===== config.mk =====
export PLATFORM = sky130hd
export DESIGN_NAME = rect_list_plotter_flat
export DESIGN_NICKNAME = d
export VERILOG_FILES = /design/src/rtl/rect_list_plotter_if.sv /design/src/rtl/rect_list_plotter.sv /design/src/flat_wrapper.sv
export SDC_FILE = /design/constraint.sdc
export NUM_CORES = 1
export LEC_CHECK = 0
export CORE_MARGIN = 1
export CORE_UTILIZATION = 50
export CTS_CLUSTER_DIAMETER = 60
export DETAILED_ROUTE_END_ITERATION = 16
export GPL_TIMING_DRIVEN = 0
export PLACE_DENSITY = 0.76
export SYNTH_ARGS = -nofsm -noshare
export SYNTH_HDL_FRONTEND = slang
export SYNTH_SLANG_ARGS = --single-unit

===== constraint.sdc =====
create_clock -name clk -period 5.83 [get_ports clk]
set_clock_uncertainty 0.05 [all_clocks]
set_input_delay 1.166 -clock clk [delete_from_list [all_inputs] [get_ports clk]]
set_output_delay 1.166 -clock clk [all_outputs]
set_load 0.005 [all_outputs]

===== src/rtl/rect_list_plotter_if.sv =====
// Pixel-plotter bus: draw request, rectangle list and the x/y/colour/plot write port with ready.
// The master drives the request side and ready; the slave (the plotter) drives pixels and status.
interface rect_list_plotter_if #(
    parameter int NUM_RECTS = 3,
    parameter int COORD_W   = 10,
    parameter int OFF_W     = 7,
    parameter int DIM_W     = 7,
    parameter int COLOR_W   = 3
);
    localparam int R = 2*OFF_W + 2*DIM_W + COLOR_W;

    logic                   go;
    logic                   erase;
    logic [COORD_W-1:0]     origin_x;
    logic [COORD_W-1:0]     origin_y;
    logic [COLOR_W-1:0]     bg_color;
    logic [NUM_RECTS*R-1:0] rect_desc;
    logic                   ready;
    logic [COORD_W-1:0]     x;
    logic [COORD_W-1:0]     y;
    logic [COLOR_W-1:0]     color;
    logic                   plot;
    logic                   busy;
    logic                   done;

    modport master (
        output go, erase, origin_x, origin_y, bg_color, rect_desc, ready,
        input  x, y, color, plot, busy, done
    );

    modport slave (
        input  go, erase, origin_x, origin_y, bg_color, rect_desc, ready,
        output x, y, color, plot, busy, done
    );
endinterface


===== src/rtl/rect_list_plotter.sv =====
// Draws a list of filled rectangles relative to a latched origin, one pixel per accepted cycle,
// with screen clipping, zero-size skipping and an erase mode that paints every pixel in bg_color.
module rect_list_plotter #(
    parameter int NUM_RECTS = 3,
    parameter int COORD_W   = 10,
    parameter int OFF_W     = 7,
    parameter int DIM_W     = 7,
    parameter int COLOR_W   = 3,
    parameter int SCREEN_W  = 640,
    parameter int SCREEN_H  = 480
) (
    input  logic clk,
    input  logic reset_n,
    rect_list_plotter_if.slave bus
);
    localparam int R     = 2*OFF_W + 2*DIM_W + COLOR_W;
    localparam int IDX_W = (NUM_RECTS > 1) ? $clog2(NUM_RECTS) : 1;
    localparam int SW    = COORD_W + 1;
    localparam logic [SW-1:0]    SCR_W    = SW'(SCREEN_W);
    localparam logic [SW-1:0]    SCR_H    = SW'(SCREEN_H);
    localparam logic [IDX_W-1:0] LAST_IDX = IDX_W'(NUM_RECTS - 1);

    typedef enum logic [2:0] {S_IDLE, S_LOAD, S_DRAW, S_NEXT, S_DONE} state_t;

    state_t                 state_q, state_d;
    logic [IDX_W-1:0]       idx_q, idx_d;
    logic [DIM_W-1:0]       col_q, col_d;
    logic [DIM_W-1:0]       row_q, row_d;
    logic [COORD_W-1:0]     org_x_q, org_y_q;
    logic                   erase_q;
    logic [COLOR_W-1:0]     bg_q;
    logic [NUM_RECTS*R-1:0] desc_q;
    logic [COORD_W-1:0]     x_hold_q, y_hold_q;
    logic [COLOR_W-1:0]     color_hold_q;

    logic [OFF_W-1:0]   off_x_a [NUM_RECTS];
    logic [OFF_W-1:0]   off_y_a [NUM_RECTS];
    logic [DIM_W-1:0]   w_a     [NUM_RECTS];
    logic [DIM_W-1:0]   h_a     [NUM_RECTS];
    logic [COLOR_W-1:0] c_a     [NUM_RECTS];

    generate
        for (genvar gi = 0; gi < NUM_RECTS; gi++) begin : g_unpack
            assign off_x_a[gi] = desc_q[gi*R                   +: OFF_W];
            assign off_y_a[gi] = desc_q[gi*R + OFF_W           +: OFF_W];
            assign w_a[gi]     = desc_q[gi*R + 2*OFF_W         +: DIM_W];
            assign h_a[gi]     = desc_q[gi*R + 2*OFF_W + DIM_W +: DIM_W];
            assign c_a[gi]     = desc_q[gi*R + 2*OFF_W + 2*DIM_W +: COLOR_W];
        end
    endgenerate

    logic [OFF_W-1:0]   cur_off_x, cur_off_y;
    logic [DIM_W-1:0]   cur_w, cur_h;
    logic [COLOR_W-1:0] cur_c;

    assign cur_off_x = off_x_a[idx_q];
    assign cur_off_y = off_y_a[idx_q];
    assign cur_w     = w_a[idx_q];
    assign cur_h     = h_a[idx_q];
    assign cur_c     = c_a[idx_q];

    // One extra bit keeps the carry so coordinates that wrap past 2^COORD_W clip instead of aliasing.
    logic [SW-1:0]      sum_x, sum_y;
    logic               clipped;
    logic [COLOR_W-1:0] pix_color;

    assign sum_x = {1'b0, org_x_q}
                 + {{(SW-OFF_W){1'b0}}, cur_off_x}
                 + {{(SW-DIM_W){1'b0}}, col_q};
    assign sum_y = {1'b0, org_y_q}
                 + {{(SW-OFF_W){1'b0}}, cur_off_y}
                 + {{(SW-DIM_W){1'b0}}, row_q};
    assign clipped   = (sum_x >= SCR_W) || (sum_y >= SCR_H);
    assign pix_color = erase_q ? bg_q : cur_c;

    logic               plot_c, busy_c, done_c;
    logic [COORD_W-1:0] x_c, y_c;
    logic [COLOR_W-1:0] color_c;
    logic               advance;

    always_comb begin
        state_d = state_q;
        idx_d   = idx_q;
        col_d   = col_q;
        row_d   = row_q;
        plot_c  = 1'b0;
        done_c  = 1'b0;
        busy_c  = (state_q != S_IDLE);
        x_c     = x_hold_q;
        y_c     = y_hold_q;
        color_c = color_hold_q;
        advance = 1'b0;

        case (state_q)
            S_IDLE: begin
                if (bus.go) begin
                    idx_d   = '0;
                    state_d = S_LOAD;
                end
            end
            S_LOAD: begin
                col_d = '0;
                row_d = '0;
                if (cur_w == '0 || cur_h == '0) state_d = S_NEXT;
                else                            state_d = S_DRAW;
            end
            S_DRAW: begin
                x_c     = sum_x[COORD_W-1:0];
                y_c     = sum_y[COORD_W-1:0];
                color_c = pix_color;
                plot_c  = !clipped;
                // Clipped pixels are skipped unconditionally; visible ones wait for the sink.
                advance = (plot_c && bus.ready) || clipped;
                if (advance) begin
                    if (col_q == cur_w - DIM_W'(1)) begin
                        col_d = '0;
                        if (row_q == cur_h - DIM_W'(1)) state_d = S_NEXT;
                        else                             row_d   = row_q + DIM_W'(1);
                    end else begin
                        col_d = col_q + DIM_W'(1);
                    end
                end
            end
            S_NEXT: begin
                if (idx_q == LAST_IDX) begin
                    state_d = S_DONE;
                end else begin
                    idx_d   = idx_q + IDX_W'(1);
                    state_d = S_LOAD;
                end
            end
            S_DONE: begin
                done_c  = 1'b1;
                state_d = S_IDLE;
            end
            default: state_d = S_IDLE;
        endcase
    end

    always_ff @(posedge clk or negedge reset_n) begin
        if (!reset_n) begin
            state_q <= S_IDLE;
            idx_q   <= '0;
            col_q   <= '0;
            row_q   <= '0;
        end else begin
            state_q <= state_d;
            idx_q   <= idx_d;
            col_q   <= col_d;
            row_q   <= row_d;
        end
    end

    // Draw parameters are captured once so the host may change the inputs mid-draw.
    always_ff @(posedge clk or negedge reset_n) begin
        if (!reset_n) begin
            org_x_q <= '0;
            org_y_q <= '0;
            erase_q <= 1'b0;
            bg_q    <= '0;
            desc_q  <= '0;
        end else if (state_q == S_IDLE && bus.go) begin
            org_x_q <= bus.origin_x;
            org_y_q <= bus.origin_y;
            erase_q <= bus.erase;
            bg_q    <= bus.bg_color;
            desc_q  <= bus.rect_desc;
        end
    end

    always_ff @(posedge clk or negedge reset_n) begin
        if (!reset_n) begin
            x_hold_q     <= '0;
            y_hold_q     <= '0;
            color_hold_q <= '0;
        end else if (state_q == S_DRAW) begin
            x_hold_q     <= x_c;
            y_hold_q     <= y_c;
            color_hold_q <= color_c;
        end
    end

    assign bus.x     = x_c;
    assign bus.y     = y_c;
    assign bus.color = color_c;
    assign bus.plot  = plot_c;
    assign bus.busy  = busy_c;
    assign bus.done  = done_c;
endmodule

===== src/flat_wrapper.sv =====
// flat-port wrapper written by rule: the top's interface ports become plain ports
module rect_list_plotter_flat 
#(
    parameter int NUM_RECTS = 3,
    parameter int COORD_W   = 10,
    parameter int OFF_W     = 7,
    parameter int DIM_W     = 7,
    parameter int COLOR_W   = 3,
    parameter int SCREEN_W  = 640,
    parameter int SCREEN_H  = 480
)
  (clk, reset_n, bus_go, bus_erase, bus_origin_x, bus_origin_y, bus_bg_color, bus_rect_desc, bus_ready, bus_x, bus_y, bus_color, bus_plot, bus_busy, bus_done);
  rect_list_plotter_if #(.NUM_RECTS(NUM_RECTS), .COORD_W(COORD_W), .OFF_W(OFF_W), .DIM_W(DIM_W), .COLOR_W(COLOR_W)) bus_i ();
  input  logic clk;
  input  logic reset_n;
  input wire logic [$bits(bus_i.go)-1:0] bus_go;
  input wire logic [$bits(bus_i.erase)-1:0] bus_erase;
  input wire logic [$bits(bus_i.origin_x)-1:0] bus_origin_x;
  input wire logic [$bits(bus_i.origin_y)-1:0] bus_origin_y;
  input wire logic [$bits(bus_i.bg_color)-1:0] bus_bg_color;
  input wire logic [$bits(bus_i.rect_desc)-1:0] bus_rect_desc;
  input wire logic [$bits(bus_i.ready)-1:0] bus_ready;
  output wire logic [$bits(bus_i.x)-1:0] bus_x;
  output wire logic [$bits(bus_i.y)-1:0] bus_y;
  output wire logic [$bits(bus_i.color)-1:0] bus_color;
  output wire logic [$bits(bus_i.plot)-1:0] bus_plot;
  output wire logic [$bits(bus_i.busy)-1:0] bus_busy;
  output wire logic [$bits(bus_i.done)-1:0] bus_done;
  assign bus_i.go = bus_go;
  assign bus_i.erase = bus_erase;
  assign bus_i.origin_x = bus_origin_x;
  assign bus_i.origin_y = bus_origin_y;
  assign bus_i.bg_color = bus_bg_color;
  assign bus_i.rect_desc = bus_rect_desc;
  assign bus_i.ready = bus_ready;
  assign bus_x = bus_i.x;
  assign bus_y = bus_i.y;
  assign bus_color = bus_i.color;
  assign bus_plot = bus_i.plot;
  assign bus_busy = bus_i.busy;
  assign bus_done = bus_i.done;
  rect_list_plotter #(.NUM_RECTS(NUM_RECTS), .COORD_W(COORD_W), .OFF_W(OFF_W), .DIM_W(DIM_W), .COLOR_W(COLOR_W), .SCREEN_W(SCREEN_W), .SCREEN_H(SCREEN_H)) u_core (.clk(clk), .reset_n(reset_n), .bus(bus_i));
endmodule

* Yosys cells after proc, flatten, opt, wreduce, memory -nomap -nowiden *
Index checks and enable logic that the tools add are counted.

word-level totals
  output and inout bits = 26
  register bits = 159
  input port bits = 121

cells by class
  magnitude comparators = 3
  eq/ne operators = 13
  reductions and logical operators = 16
  mux-type cells = 38
  bitwise gates (word level) = 1
  add/sub/neg operators = 9

operators by type and width
  cell                    count
  $mux W7                 13
  $bmux W7 S2             4
  $pmux W7 S2             2
  $mux W3                 9
  $add A10 B7 Y11         2
  $add A11 B7 Y11         2
  $mux W10                2
  $add A7 B1 Y7 const B   2
  $eq A7 B7 Y1            2
  $logic_not A7 Y1        2
  $sub A7 B1 Y7 const B   2
  $pmux W3 S4             1
  $ge A11 B10 Y1 const B  1
  $ge A11 B9 Y1 const B   1
  $reduce_and A4 Y1       2
  $bmux W3 S2             1
  $eq A3 B2 Y1 const B    2
  $ne A2 B1 Y1 const B    3
  $ne A2 B2 Y1 const B    3
  $mux W2                 2
  $pmux W2 S2             1
  $reduce_bool A2 Y1      2
  $eq A3 B1 Y1 const B    1
  $eq A3 B3 Y1 const B    1
  other kinds (12)        17

* Depth between registers and ports, before layout *
  depth after elaboration = 13
  mapped depth = 20

* Least setup slack after synthesis *
OpenSTA, ideal clock, no wires.

  path type = register to output
  start point = register u_core.idx_q[1]
  end point = output bus_plot
  buffers on the path = 4
  path slack = 0.829 ns
  data required time = 4.614 ns
  arrival time = 3.785 ns
  cell stages (with the launch flop) = 17
  path through = dfrtp_1 buf_4 buf_6 buf_4 buf_1 mux2i_1 o21ai_0 fa_1 ha_1 inv_1 fa_1 nor2b_1 o2111ai_1 a221oi_1 nand4_1 o211ai_1 nor3_1

on the way
  cells in the longest elaborated chain, start to end = 10
  elaborated cells on any way between the ends = 16
  classes of those cells = add/sub (4); order compare (2); mux (7); bitwise (1); reduce/logical (2)

RTL lines
  element                                                 RTL line                                          RTL
  start: declaration                                      rect_list_plotter.sv:26                           logic [IDX_W-1:0] idx_q, idx_d;
  start signal: assignment                                rect_list_plotter.sv:148                          idx_q <= idx_d;
  $not A2 Y3 (not written as such) (*)                    rect_list_plotter.sv:56, rect_list_plotter.sv:57
  $bmux W7 S2, on equally long branches                   rect_list_plotter.sv:56, rect_list_plotter.sv:57
  $mux W7, on equally long branches (2 in a row)          rect_list_plotter.sv:56, rect_list_plotter.sv:57
  $add A10 B7 Y11, on equally long branches               rect_list_plotter.sv:68, rect_list_plotter.sv:71
  $add A11 B7 Y11, on equally long branches               rect_list_plotter.sv:69, rect_list_plotter.sv:72
  $ge A11 B10 Y1 / $ge A11 B9 Y1 (equally long branches)  rect_list_plotter.sv:73                           assign clipped = (sum_x >= SCR_W) || (sum_y >= SCR_H);
  $logic_or A1 B1 Y1 (*)                                  rect_list_plotter.sv:73
  $logic_not A1 Y1 (*)                                    rect_list_plotter.sv:111                          plot_c = !clipped;
  $mux W1 (*)                                             rect_list_plotter.sv:94                           case (state_q)
  end: declaration                                        flat_wrapper.sv:26                                output wire logic [$bits(bus_i.plot)-1:0] bus_plot;

Every way passes the cells marked *; elsewhere a longest branch is shown, timed or not. The select of a mux whose other input is x is not followed.

* Worst setup path in the final report *
Same ends and word-level chain as after synthesis.

==> reports/results.tsv <==
metric	value	unit
synth_top_flop_cell	dfrtp_1	
ios	147	
synthArstFlopShare	100	%
r2r_setup_slack	1180	ps
numCtsBuffers	17	
swShare	41.1	%
yosysWarnings	0	
gp_congestion	0.891	
fin_crit_sh	98.0	%
htreeDepth	4	
syn_inst	769	
synthDistinctLibCells	71	
ant_nets	0	
worst_pin_slew	869	ps
slew_headroom	42.1	%
track_usage	24.9	%
seqPwrFrac	25.5	%
drv_slew	0	
post_drt_via_cell_ratio	5.65	
dp_cells	1141	
crit_required	4610	ps
drc	0	
overflow	0	
synth_area_leader_cell	dfrtp_1	
top_layer_used	met4	
syn_to_final_growth	29.1	%
critPathLaunchType	register	
cellPowerDensity	678	mW/mm2
clockBufferDepth	2	
drv_cap	0	
fin_tns_setup	0	ps
start_util	51.0	%
holdPathEnd	u_core.y_hold_q[1]	
synth_area	0.00876	mm2
setup_viol	0	
hold_violations	0	
final.min_clock_period	5710	ps
core-area	0.0172	mm2
avgRoutedWirePerCell	18.4	um
seq_area_frac_synth	45.4	%
io_buffers	146	
dr.pass1.iters	5	
grt_pass1_vias	6543	
status	completed	
wl	21.6	mm
r2r_end	u_core.col_q[6]	
die_w	134	um
path_class	register to primary output	
path_clk_slew	60	ps
hpwl	16.1	mm
fillCellCount	1359	
drt_iter0_drc	394	
fin_nets	1097	
mostFrequentLayoutCell	dfrtp_1	
p_int	4510	uW
ys_seq_elements	159	
die_area	0.0180	mm2
power.share.clock	14.9	%
antenna_found_initial	0	
power_switching	3150	uW
cts_tree	yes	
grt_max_degree	100	
r2r_cells	18	
final_cell_mix	159 x dfrtp_1, 145 x clkdlybuf4s50_1, 122 x mux2_2	
critical_path.endpoint_type	primary output	
syn_avg_cell_area	11.4	um2
crit_arrival	4500	ps
final_layout_size_suffix_gt1_share	22.1	%
synth_nets	926	
synth_edf_count	0	
p_comb_share	59.7	%
ir_drop	0.305	mV
p_leak	0.00467	uW
hold_depth	2	
hold_path_startpoint	u_core.y_hold_q[1]	
ys_top_cells_by_area	dfrtp_1 45%, mux2_2 16%, mux2i_1 3.8%	
die_h	134	um
n_antenna_cell	0	
postCtsHoldBufs	0	
rows	48	
fmax	0.175	GHz
cts-root-buf	clkbuf_16	
yosysTopAreaCellShare	45.4	%
critPathMaxFanout	5	
num_vias	6647	
hold_path.class	register to register	
wl_met3	907	um
timing.rr.start	u_core.idx_q[1]	
grt_first_pass_wirelength	34.1	mm
clk_latency	420	ps
final_cells	1176	
wl_met2	10.6	mm
cts_sinks	159	
wl_met1	9.80	mm
## logic make-up after synthesis
| family | count (synthesis) | synth area share, % |
|---|---|---|
| compound gates | 173 | 14.1 |
| xor+xnor | 23 | 2.30 |
| fa+ha+maj | 36 | 6.52 |
| buf+inv | 65 | 3.29 |
| flops | 159 | 45.4 |
| mux | 155 | 19.5 |
| simple gates | 158 | 8.94 |
## worst max-delay path, cell delays in order, from the launching register on
cell	delay [ps]
dfrtp_1	410
buf_6	150
buf_12	130
buf_12	120
mux2i_1	120
o21ai_1	230
fa_1	460
ha_1	370
nor2b_1	160
o31a_2	310
o21a_1	220
o41a_1	320
o221a_2	330
nor3_4	210
clkdlybuf4s50_1	530
## sequential cells by signal, summed over array words and instances, names as in the netlist
name and cells:
u_core.col_q 7, u_core.row_q 7, u_core.idx_q 2, u_core.org_x_q 10, u_core.org_y_q 10, u_core.erase_q 1
u_core.state_q 3, u_core.bg_q 3, u_core.y_hold_q 10, u_core.color_hold_q 3, u_core.x_hold_q 10, u_core.desc_q 93
## cells in the mapped netlist (6+ instances only)
| library cell | instances |
|---|---|
| a21oi_1 | 16 |
| nand3_1 | 13 |
| nor2b_1 | 6 |
| o21a_1 | 6 |
| xor2_1 | 11 |
| nand2b_1 | 6 |
| fa_1 | 16 |
| nand2_1 | 61 |
| mux2i_1 | 33 |
| o21ai_0 | 62 |
| o211ai_1 | 7 |
| inv_1 | 22 |
| ha_1 | 20 |
| nor3_1 | 14 |
| dfrtp_1 | 159 |
| clkbuf_1 | 30 |
| nor2_1 | 22 |
| o2bb2ai_1 | 11 |
| xnor2_1 | 12 |
| mux2_2 | 122 |
## power by group through the flow
stage | sequential (uW) | clock (uW) | combinational [uW]
6_report | 1950 | 1140 | 4570
5_1_grt | 2020 | 1210 | 4990
4_1_cts | 1950 | 1160 | 4430
3_5_place_dp | 1960 | 0 | 4270
3_3_place_gp | 1940 | 0 | 4170
2_1_floorplan | 1860 | 0 | 3040
## per-layer routing
metal  GRT usage, %  up-vias
li1               -     3181
met1           34.1     3263
met2           41.0      184
met3           4.42       19
met4           6.37        0
met5              0        -
## per-stage QoR
step | util [%] | total power (uW) | area (um2) | hold slack, ps | setup WS, ps
2_1_floorplan | - | 4910 | 8760 | 389 | 829
3_3_place_gp | 61.1 | 6110 | 10500 | 399 | -3040
3_5_place_dp | 61.3 | 6230 | 10500 | 408 | -741
4_1_cts | 65.4 | 7540 | 11200 | 423 | 7.78
5_1_grt | 65.8 | 8210 | 11300 | 434 | -2.43
6_report | 65.8 | 7670 | 11300 | 420 | 118
## timing repair
item,in CTS,in global routing
setup buffers,6,3
setup endpoints to repair,14,2
resized for setup,28,17
pin swaps,1,6
## layout make-up
cell class                 instances  area (um2)  area share (%)
multi-input combinational        545        4550            40.3
sequential                       159        3980            35.2
timing repair buffer             156        1570            13.9
clock buffer                      19         443            3.92
tap                              225         282            2.49
buffer                            39         235            2.08
clock inverter                    11         158            1.39
inverter                          22        82.6           0.730
## worst max path at each step
stage | start | end | slack, ps | cells past startpoint
floorplan | u_core.idx_q[1] | bus_plot | 830 | 16
global placement | reset_n | u_core.desc_q[5] | -3040 | 1
detailed placement | u_core.idx_q[1] | bus_plot | -740 | 15
CTS | u_core.idx_q[1] | bus_plot | 8 | 15
global route | u_core.idx_q[1] | bus_plot | -2 | 18
finish | u_core.idx_q[1] | bus_plot | 120 | 14
Power figures use the tool's default switching activity.
==> patch, RTL diff (same settings) <==
Encoding of `state_t`: now one-hot (5 bits for 5 states).
--- a/src/rtl/rect_list_plotter.sv
+++ b/src/rtl/rect_list_plotter.sv
@@ -21,5 +21,5 @@
     localparam logic [IDX_W-1:0] LAST_IDX = IDX_W'(NUM_RECTS - 1);
 
-    typedef enum logic [2:0] {S_IDLE, S_LOAD, S_DRAW, S_NEXT, S_DONE} state_t;
+    typedef enum logic [4:0] {S_IDLE = 5'b00001, S_LOAD = 5'b00010, S_DRAW = 5'b00100, S_NEXT = 5'b01000, S_DONE = 5'b10000} state_t;
 
     state_t                 state_q, state_d;
Behaviour: no difference found for any inputs over 4 cycles, from zero or initial values and one cycle with reset_n low; so few cycles prove little.
==> patch against the original RTL <==
- critical path depth stayed put
- power shrank 8.0%
- die area grew 0.25%
- final area rose by 0.15%
- synthesized area grew 0.26%
- fmax is 1.8% higher
- wire length is 2.9% lower
- sequential cell count rose by 2
- worst setup slack improved by 0.099 ns
==> patch: results (changes against the original RTL) <==
Parameter                              Value

Status
  Outcome ... complete, no violations

Logic synthesis
  Most frequent cells after synthesis ... sky130_fd_sc_hd__dfrtp_1 (160), sky130_fd_sc_hd__mux2_2 (119), sky130_fd_sc_hd__nand2_1 (69)
  Share of flip-flops with an asynchronous set or reset after synthesis ... 100% (unchanged)
  Most area-consuming cells after synthesis ... sky130_fd_sc_hd__dfrtp_1 (46%), sky130_fd_sc_hd__mux2_2 (15%), sky130_fd_sc_hd__o21ai_0 (3.8%), sky130_fd_sc_hd__fa_1 (3.6%), sky130_fd_sc_hd__mux2i_1 (3.6%)
  Seq/Total Area, Yosys ... 45.9% (+0.47 points)
  Post-synthesis cell type count ... 73 (+2.8%)
  Nets in the synthesized netlist ... 928 (+0.22%)

Global route
  Global Route Usage Sum ... 24.2% (-0.66 points)
  Via count of the first global-routing pass ... 6,377 (-2.5%)
  Largest net degree at the start of global routing ... 103 (+3.0%)
  First-pass GRT wire length ... 33,100 um (-2.7%)

STA
  Slew at the pin with the worst max-slew slack ... 0.745 ns (-0.124 ns)
  Fin crit period ... 5.61 ns (-0.0985 ns)

Setup path
  Critical Path Fanout Max ... 10 (+5)
  Capture point of the worst reg-to-reg path ... u_core.row_q[2]$_DFFE_PN0P_
  Setup crit start ... u_core.idx_q[0]$_DFFE_PN0P_
  Critical-path cell with the highest stage delay ... sky130_fd_sc_hd__fa_1
  Arrival time at the worst endpoint ... 4.40 ns (-0.10 ns)
  Stage delay of the slowest cell on the critical path ... 0.53 ns (about the same)
  Internal reg-to-reg setup slack ... 1.05 ns (-0.13 ns)
  Endpoint of the most critical setup path ... bus_x[9]

Detailed routing
  Pre-Repair DR Iteration Count ... 4 (-1)
  DRC violation total after the first TritonRoute iteration ... 350 (-11%)
  Detailed-route via count ... 6,533 (-1.7%)
  Routed length per placed instance ... 17.9 um (-2.8%)

CTS
  Worst skew pair latency ... 0.44 ns (+0.02 ns)
  Max Buffers Root-to-Sink ... 2 (unchanged)

Layout
  Max reg flops ... 93 (unchanged)
  Largest Register ... u_core.desc_q
  Share of layout cells above drive strength 1 ... 21.9% (-0.19 points)
  Count of nets after finishing ... 1,096 (-0.091%)

Power
  Highest ir drop seen on vdd ... 0.418 mV (+37%)
  Reported leakage power ... 4.73 nW (+1.2%)
  Net switching fraction of the power ... 41.0% (-0.17 points)

Placement
  Placer congestion estimate ... 0.851 (-4.4%)
  Placed wire-length estimate ... 15,800 um (-1.9%)
  Post-Place Worst Slack ... -0.705 ns (+0.0359 ns)

Hold path
  Launch point of the worst hold path ... u_core.y_hold_q[7]$_DFFE_PN0P_
## patch: logic make-up (layout without fill, tap and decap cells)
family | Yosys count | count (layout) | synth area share, %
and+or+nand+nor | 173 | 173 | 10.4
DFF | 161 | 161 | 45.9
AOI/OAI and AO/OA | 158 | 158 | 12.1
muxes | 153 | 153 | 19.2
buffers and inverters | 61 | 241 | 2.89
adders and majority gates | 37 | 37 | 6.64
xor gates and xnor gates | 27 | 27 | 2.85
## patch: final cells by class
type	instances	area, sq um
fillers	1380	5910
multi-input cells	548	4590
flip-flops and latches	161	4030
repair buffers	151	1530
clock buffers	18	439
well taps	225	282
plain buffers	32	189
clock inverters	13	168
inverters	27	101
## patch: stage by stage
stage	utilization [%]	cells	instance area, sq um
CTS	65.4	1174	11300
detailed placement	61.2	1142	10600
global placement	61.0	1141	10500
floorplan	-	770	8780
finish	65.7	1175	11300
global route	65.7	1175	11300
## patch: what timing repair did
action | CTS | global route
endpoints found under the setup margin | 15 | 3
gates resized for setup | 29 | 14
hold buffers | 0 | 0
hold endpoints to repair | 0 | 0
pin swaps | 1 | 1
buffers inserted | 3 | 1
## patch: worst max-delay path: cells and delay by family, from the launching register on
family	cells	cell delay (ns)
fa+ha+maj	3	1.16
flops	1	0.42
compound gates	3	0.56
simple gates	3	0.41
xor+xnor	1	0.30
buf+inv	4	1.11
## patch: worst min-delay path by stage
stage,depth (start not counted),end,slack [ns]
5_1_grt,2,u_core.color_hold_q[0]$_DFFE_PN0P_,0.45
3_3_place_gp,2,u_core.x_hold_q[0]$_DFFE_PN0P_,0.40
2_1_floorplan,2,u_core.color_hold_q[0]$_DFFE_PN0P_,0.39
4_1_cts,2,u_core.y_hold_q[5]$_DFFE_PN0P_,0.42
3_5_place_dp,2,u_core.y_hold_q[9]$_DFFE_PN0P_,0.41
6_report,2,u_core.y_hold_q[7]$_DFFE_PN0P_,0.42
## patch: power groups by stage
stage	Combinational, mW	Sequential, mW	Clock (mW)
2_1_floorplan	2.65	1.88	0
3_3_place_gp	3.55	1.95	0
3_5_place_dp	3.63	1.98	0
4_1_cts	3.83	1.96	1.17
5_1_grt	4.31	2.02	1.21
6_report	3.94	1.96	1.15
## patch: per-layer routing
| metal | wire length, um | up-vias | GRT usage [%] |
|---|---|---|---|
| met2 | 10100 | 158 | 38.8 |
| met5 | 0 | - | 0 |
| met4 | 327 | 0 | 7.80 |
| met1 | 9680 | 3237 | 33.6 |
| li1 | - | 3114 | - |
| met3 | 915 | 24 | 4.28 |
